<file path="src/rtl/load_store_unit_if.sv">
// Word-wide data-memory bus between the load/store unit (master) and memory (slave).
// Byte lanes are little-endian: MemBE[i] qualifies MemWData/MemRData bits [8*i+7:8*i].
interface load_store_unit_if;
    logic        MemReq;
    logic        MemWe;
    logic [31:0] MemAddr;
    logic [3:0]  MemBE;
    logic [31:0] MemWData;
    logic        MemReady;
    logic [31:0] MemRData;

    modport master (
        output MemReq,
        output MemWe,
        output MemAddr,
        output MemBE,
        output MemWData,
        input  MemReady,
        input  MemRData
    );

    modport slave (
        input  MemReq,
        input  MemWe,
        input  MemAddr,
        input  MemBE,
        input  MemWData,
        output MemReady,
        output MemRData
    );
endinterface

</file>
<file path="src/rtl/load_store_unit.sv">
// RISC-V byte/half/word load-store front end with a request/ready memory handshake.
// Optional feature macro: LSU_MISALIGN_TRAP_EN (trap misaligned half/word accesses instead of truncating).
module load_store_unit #(
    parameter int WIDTH = 32
) (
    input  logic             clk,
    input  logic             rst_n,
    input  logic             MemRead,
    input  logic             MemWrite,
    input  logic [2:0]       Funct3,
    input  logic [WIDTH-1:0] ALUResult,
    input  logic [WIDTH-1:0] WriteData,
    output logic             Stall,
    output logic [WIDTH-1:0] LoadData,
    output logic             LoadValid,
    output logic             MisalignErr,
    load_store_unit_if.master mem
);

    typedef enum logic [1:0] {
        ST_IDLE   = 2'b00,
        ST_ACCESS = 2'b01,
        ST_DONE   = 2'b10
    } state_t;

    state_t      state_r;
    logic [2:0]  f3_r;
    logic [1:0]  lane_r;
    logic        is_store_r;
    logic [31:0] load_data_r;
    logic        load_valid_r;
    logic        misalign_err_r;
    logic        mem_req_r;
    logic        mem_we_r;
    logic [31:0] mem_addr_r;
    logic [3:0]  mem_be_r;
    logic [31:0] mem_wdata_r;

    logic        req_s;
    logic        misalign_s;

    // Funct3[1:0] carries the size (00 byte, 01 half, 1x word); the 011/11x aliases fall into word.
    function automatic logic [3:0] byte_enables(input logic [1:0] size, input logic [1:0] a);
        logic [3:0] be;
        case (size)
            2'b00:   be = 4'b0001 << a;
            2'b01:   be = a[1] ? 4'b1100 : 4'b0011;
            default: be = 4'b1111;
        endcase
        return be;
    endfunction

    function automatic logic [31:0] store_lanes(input logic [1:0] size, input logic [31:0] wd);
        logic [31:0] d;
        case (size)
            2'b00:   d = {4{wd[7:0]}};
            2'b01:   d = {2{wd[15:0]}};
            default: d = wd;
        endcase
        return d;
    endfunction

    function automatic logic [31:0] load_extract(input logic [2:0] f3, input logic [1:0] a,
                                                 input logic [31:0] rd);
        logic [7:0]  b;
        logic [15:0] h;
        logic [31:0] r;
        case (a)
            2'b00:   b = rd[7:0];
            2'b01:   b = rd[15:8];
            2'b10:   b = rd[23:16];
            default: b = rd[31:24];
        endcase
        h = a[1] ? rd[31:16] : rd[15:0];
        case (f3[1:0])
            2'b00:   r = f3[2] ? {24'd0, b} : {{24{b[7]}}, b};
            2'b01:   r = f3[2] ? {16'd0, h} : {{16{h[15]}}, h};
            default: r = rd;
        endcase
        return r;
    endfunction

`ifdef LSU_MISALIGN_TRAP_EN
    function automatic logic is_misaligned(input logic [1:0] size, input logic [1:0] a);
        logic m;
        case (size)
            2'b00:   m = 1'b0;
            2'b01:   m = a[0];
            default: m = (a != 2'b00);
        endcase
        return m;
    endfunction

    assign misalign_s = is_misaligned(Funct3[1:0], ALUResult[1:0]);
`else
    assign misalign_s = 1'b0;
`endif

    assign req_s = MemRead | MemWrite;

    // Stall must drop while reset is held even if the pipeline keeps a request asserted.
    assign Stall = rst_n & (((state_r == ST_IDLE) & req_s) | (state_r == ST_ACCESS));

    assign LoadData     = load_data_r;
    assign LoadValid    = load_valid_r;
    assign MisalignErr  = misalign_err_r;
    assign mem.MemReq   = mem_req_r;
    assign mem.MemWe    = mem_we_r;
    assign mem.MemAddr  = mem_addr_r;
    assign mem.MemBE    = mem_be_r;
    assign mem.MemWData = mem_wdata_r;

    // Access sequencer: capture in IDLE, hold the bus in ACCESS, retire and pulse status in DONE.
    always_ff @(posedge clk or negedge rst_n) begin
        if (!rst_n) begin
            state_r        <= ST_IDLE;
            f3_r           <= 3'b000;
            lane_r         <= 2'b00;
            is_store_r     <= 1'b0;
            load_data_r    <= 32'd0;
            load_valid_r   <= 1'b0;
            misalign_err_r <= 1'b0;
            mem_req_r      <= 1'b0;
            mem_we_r       <= 1'b0;
            mem_addr_r     <= 32'd0;
            mem_be_r       <= 4'b0000;
            mem_wdata_r    <= 32'd0;
        end else begin
            load_valid_r   <= 1'b0;
            misalign_err_r <= 1'b0;
            case (state_r)
                ST_IDLE: begin
                    if (req_s) begin
                        f3_r       <= Funct3;
                        lane_r     <= ALUResult[1:0];
                        is_store_r <= MemWrite;
                        if (misalign_s) begin
                            // Trapped accesses never reach memory.
                            misalign_err_r <= 1'b1;
                            state_r        <= ST_DONE;
                        end else begin
                            mem_req_r   <= 1'b1;
                            mem_we_r    <= MemWrite;
                            mem_addr_r  <= {ALUResult[31:2], 2'b00};
                            mem_be_r    <= byte_enables(Funct3[1:0], ALUResult[1:0]);
                            mem_wdata_r <= MemWrite ? store_lanes(Funct3[1:0], WriteData) : 32'd0;
                            state_r     <= ST_ACCESS;
                        end
                    end else begin
                        state_r <= ST_IDLE;
                    end
                end
                ST_ACCESS: begin
                    if (mem.MemReady) begin
                        mem_req_r <= 1'b0;
                        mem_we_r  <= 1'b0;
                        state_r   <= ST_DONE;
                        if (!is_store_r) begin
                            load_data_r  <= load_extract(f3_r, lane_r, mem.MemRData);
                            load_valid_r <= 1'b1;
                        end else begin
                            load_valid_r <= 1'b0;
                        end
                    end else begin
                        state_r <= ST_ACCESS;
                    end
                end
                ST_DONE: begin
                    state_r <= ST_IDLE;
                end
                default: begin
                    state_r   <= ST_IDLE;
                    mem_req_r <= 1'b0;
                    mem_we_r  <= 1'b0;
                end
            endcase
        end
    end

endmodule
</file>
<file path="src/flat_wrapper.sv">
// flat-port wrapper written by rule: the top's interface ports become plain ports
module load_store_unit_flat 
#(
    parameter int WIDTH = 32
)
  (clk, rst_n, MemRead, MemWrite, Funct3, ALUResult, WriteData, Stall, LoadData, LoadValid, MisalignErr, mem_MemReq, mem_MemWe, mem_MemAddr, mem_MemBE, mem_MemWData, mem_MemReady, mem_MemRData);
  load_store_unit_if mem_i ();
  input  logic clk;
  input  logic rst_n;
  input  logic MemRead;
  input  logic MemWrite;
  input  logic [2:0] Funct3;
  input  logic [WIDTH-1:0] ALUResult;
  input  logic [WIDTH-1:0] WriteData;
  output logic Stall;
  output logic [WIDTH-1:0] LoadData;
  output logic LoadValid;
  output logic MisalignErr;
  output wire logic [$bits(mem_i.MemReq)-1:0] mem_MemReq;
  output wire logic [$bits(mem_i.MemWe)-1:0] mem_MemWe;
  output wire logic [$bits(mem_i.MemAddr)-1:0] mem_MemAddr;
  output wire logic [$bits(mem_i.MemBE)-1:0] mem_MemBE;
  output wire logic [$bits(mem_i.MemWData)-1:0] mem_MemWData;
  input wire logic [$bits(mem_i.MemReady)-1:0] mem_MemReady;
  input wire logic [$bits(mem_i.MemRData)-1:0] mem_MemRData;
  assign mem_MemReq = mem_i.MemReq;
  assign mem_MemWe = mem_i.MemWe;
  assign mem_MemAddr = mem_i.MemAddr;
  assign mem_MemBE = mem_i.MemBE;
  assign mem_MemWData = mem_i.MemWData;
  assign mem_i.MemReady = mem_MemReady;
  assign mem_i.MemRData = mem_MemRData;
  load_store_unit #(.WIDTH(WIDTH)) u_core (.clk(clk), .rst_n(rst_n), .MemRead(MemRead), .MemWrite(MemWrite), .Funct3(Funct3), .ALUResult(ALUResult), .WriteData(WriteData), .Stall(Stall), .LoadData(LoadData), .LoadValid(LoadValid), .MisalignErr(MisalignErr), .mem(mem_i));
endmodule
</file>
<file path="config.mk">
export PLATFORM = sky130hd
export DESIGN_NAME = load_store_unit_flat
export DESIGN_NICKNAME = d
export VERILOG_FILES = /design/src/rtl/load_store_unit_if.sv /design/src/rtl/load_store_unit.sv /design/src/flat_wrapper.sv
export SDC_FILE = /design/constraint.sdc
export NUM_CORES = 1
export LEC_CHECK = 0
export ABC_AREA = 1
export BUFFER_PORTS_ARGS = -buffer_cell sky130_fd_sc_hd__clkbuf_2
export CORE_ASPECT_RATIO = 1.5
export CORE_MARGIN = 10
export CORE_UTILIZATION = 49
export CTS_CLUSTER_DIAMETER = 50
export DETAILED_ROUTE_END_ITERATION = 10
export PLACE_DENSITY = 0.85
export SLEW_MARGIN = 0
export SYNTH_ARGS = -nofsm -noshare
export SYNTH_HDL_FRONTEND = slang
export SYNTH_SLANG_ARGS = --single-unit
</file>
<file path="constraint.sdc">
create_clock -name clk -period 1.4 [get_ports clk]
set_input_delay 0.07 -clock clk [delete_from_list [all_inputs] [get_ports clk]]
set_output_delay 0.07 -clock clk [all_outputs]
set_load 0.005 [all_outputs]
</file>
==> impl_metrics.py <==
metrics = {
    "sta": {
        "final_hold_viol_count": 0,
        "fin_tns_setup_ns": -0.906,
        "setup_slack_ns": -0.0529,
        "rsz0062_at_grt": "true",
        "fin_crit_sh": 1.04,
        "min_period_ns": 1.45,
        "max_freq_ghz": 0.688,
        "slew_violations": 0,
        "setup_viol": 38,
        "final.setup_skew_ns": 0.00584,
    },
    "global_routing": {
        "grt_pass1_wl_um": 29100,
        "grt_max_degree": 58,
        "grt_pass1_vias": 5552,
        "grt_antenna_before_repair": 0,
        "met3_usage": 0.0700,
        "gr-total-overflow": 0,
        "grt_usage": 0.236,
        "grt-busiest-layer": "met2",
        "grt_use_met2": 0.413,
        "met1_usage": 0.253,
    },
    "pwr": {
        "comb_power_share": 0.519,
        "finalPower_uw": 16600,
        "power_density_nw_per_um2": 2120,
        "internal-power_uw": 9920,
        "pwr-share-seq": 0.339,
        "clockPowerShare": 0.142,
        "p_switching_uw": 6660,
        "ir_worst_vdd_mv": 1.11,
        "p_sw_frac": 0.402,
        "p_leak_uw": 0.00417,
    },
    "die": {
        "fp.coreArea_um2": 10500,
        "rows": 46,
        "die_h_um": 146,
        "design.die.area_um2": 15200,
        "start_util": 0.497,
        "io_pins": 209,
        "die_x_um": 104,
    },
    "route": {
        "drtIter0Drc": 294,
        "drcViolationCount": 0,
        "avgViaCountPerCell": 5.09,
        "antenna_left": 0,
        "vias": 5436,
        "post_drt_wl_per_cell_um": 18.3,
        "firstDrtPassIters": 5,
        "drt-total-wl_um": 19600,
    },
    "synthesis": {
        "synth_area_um2": 5200,
        "ys_types": 32,
        "synth-seq-cells": 109,
        "ys_warn_count": 0,
        "syn_area_per_cell_um2": 8.10,
        "syn_inst": 642,
        "yosysSeqAreaShare": 0.524,
    },
    "finish": {
        "stdcell_area_um2": 7810,
        "finalNetCount": 1023,
        "drive_gt1_frac": 0.391,
        "diodes": 0,
        "area_growth_pct": 50.1,
        "fin_cells": 1067,
    },
    "clocking": {
        "cts_inserted_buffers": 9,
        "cts.htree.levels": 3,
        "cts_tree": "done",
        "cts_num_sinks": 109,
        "clk_latency_ns": 0.35,
        "cts_buffer_depth": 2,
        "clkTransAtPathRegs_ns": 0.07,
        "cts-root-buf": "clkbuf_16",
    },
    "outcome": {
        "outcome": "complete, but fails checks",
        "violations": "negative setup slack",
    },
    "worst_setup_path": {
        "r2r_end": "u_core.mem.MemAddr[18]",
        "end_kind": "register",
        "regToRegStartpoint": "u_core.state_r[1]",
        "start_kind": "register",
        "crit_path_start": "u_core.state_r[1]",
        "r2r_setup_slack_ns": -0.05,
        "worstPathMaxFanout": 15,
        "path_class": "register to register",
        "reg2regPathDepth": 9,
        "arrival_ns": 1.74,
        "endpoint": "u_core.mem.MemAddr[18]",
        "cp.required_ns": 1.68,
    },
    "placement": {
        "dp_cells": 994,
        "placed_cell_area_um2": 6530,
        "port_buffers": 205,
        "routabilityCongestion": 1.01,
        "hpwl_um": 12700,
    },
    "run": {
        "cap_violations": 0,
    },
    "hold_path": {
        "min_path_type": "input pin to register",
        "hold_depth": 3,
    },
}
## metal layers
layer / up-vias / part of all wire
met1: 2524 / 0.37
met4: 0 / 0.044
met5: - / 0
met3: 59 / 0.069
met2: 261 / 0.52
li1: 2592 / -
## repair_timing
item	4_1_cts	5_1_grt
gates resized for setup	27	86
hold buffers	36	0
endpoints found under the setup margin	44	99
buffers inserted	8	4
cloned	2	11
hold endpoints to repair	145	0
pin swaps	17	24
## synth_stat cells, drive strengths merged
cell	number	area, um2
nand2	214	821
buf	24	169
a21oi	42	221
inv	56	213
nand3	28	188
a21boi	1	7.51
clkbuf	9	43.8
o21ai	75	375
a22oi	1	7.51
o22ai	9	56.3
o21bai	1	7.51
dlymetal6s4s	1	12.5
or2	24	150
nor2	45	181
o21a	1	7.51
conb	1	3.75
dlygate4sd1	1	8.76
dfrtp	109	2730
## power groups by stage
stage / Combinational [uW] / Clock (uW) / Sequential [uW]
after global routing: 9430 / 2520 / 5810
after global placement: 6590 / 0 / 5540
after detailed placement: 6750 / 0 / 5580
after floorplan: 3560 / 0 / 5600
final: 8600 / 2350 / 5620
after CTS: 7310 / 2380 / 5550
## placed cells by master (no fill, tap or decap), drive strengths merged, types with 3 or more instances in the layout
cell type / count
clkbuf: 223
nand2: 214
dfrtp: 109
o21ai: 75
inv: 56
buf: 50
nor2: 45
a21oi: 42
dlygate4sd3: 36
nand3: 29
or2: 24
o22ai: 9
conb: 3
clkinv: 3
## worst min-delay path by stage
stage | startpoint | end | slack [ns]
2_1_floorplan | rst_n | u_core.LoadData[0] | -0.23
3_3_place_gp | rst_n | u_core.LoadData[0] | -0.03
3_5_place_dp | rst_n | u_core.LoadData[1] | -0.03
4_1_cts | WriteData[5] | u_core.mem.MemWData[5] | 0.002
5_1_grt | WriteData[5] | u_core.mem.MemWData[5] | 0.01
6_report | WriteData[1] | u_core.mem.MemWData[1] | 0.004
## cells by family (layout without fill, tap and decap cells)
logic type / after synthesis / count (layout) / synth area share
AO/OA/AOI/OAI: 130 / 130 / 0.131
other: 1 / 3 / 0.000721
buffers and inverters: 91 / 369 / 0.0859
AND/OR/NAND/NOR: 311 / 312 / 0.258
flip-flops: 109 / 109 / 0.524
## stage by stage
stage	hold WS, ns	setup WS, ns	utilization
after floorplan	-0.226	0.127	-
after global routing	0.0111	-0.119	0.745
final	0.00416	-0.0529	0.745
after detailed placement	-0.0338	-0.0819	0.623
after CTS	0.00175	-0.00477	0.701
after global placement	-0.0344	-0.0564	0.623
## area by class of cell
cell class,instances,area [um2]
clock inverters,4,26.3
well taps,144,180
multi-input cells,445,2260
repair buffers,298,2150
inverters,56,228
fillers,783,2670
clock buffers,11,233
flip-flops and latches,109,2730
## flip-flops by register name, summed over array words and instances, names as in the netlist
register             count
u_core.mem.MemWe         1
u_core.mem.MemAddr      30
u_core.LoadData         32
u_core.LoadValid         1
u_core.mem.MemReq        1
u_core.lane_r            2
u_core.f3_r              3
u_core.is_store_r        1
u_core.mem.MemBE         4
u_core.mem.MemWData     32
u_core.state_r           2
## critical path, cell delays in order (launching register included)
cell     delay [ns]
dfrtp_1        0.42
buf_6          0.15
inv_6          0.06
nand2_4        0.06
nor2_4         0.17
buf_6          0.13
buf_6          0.12
buf_12         0.14
nand2_1        0.05
nand2_1        0.08
Power figures use the tool's default switching activity.
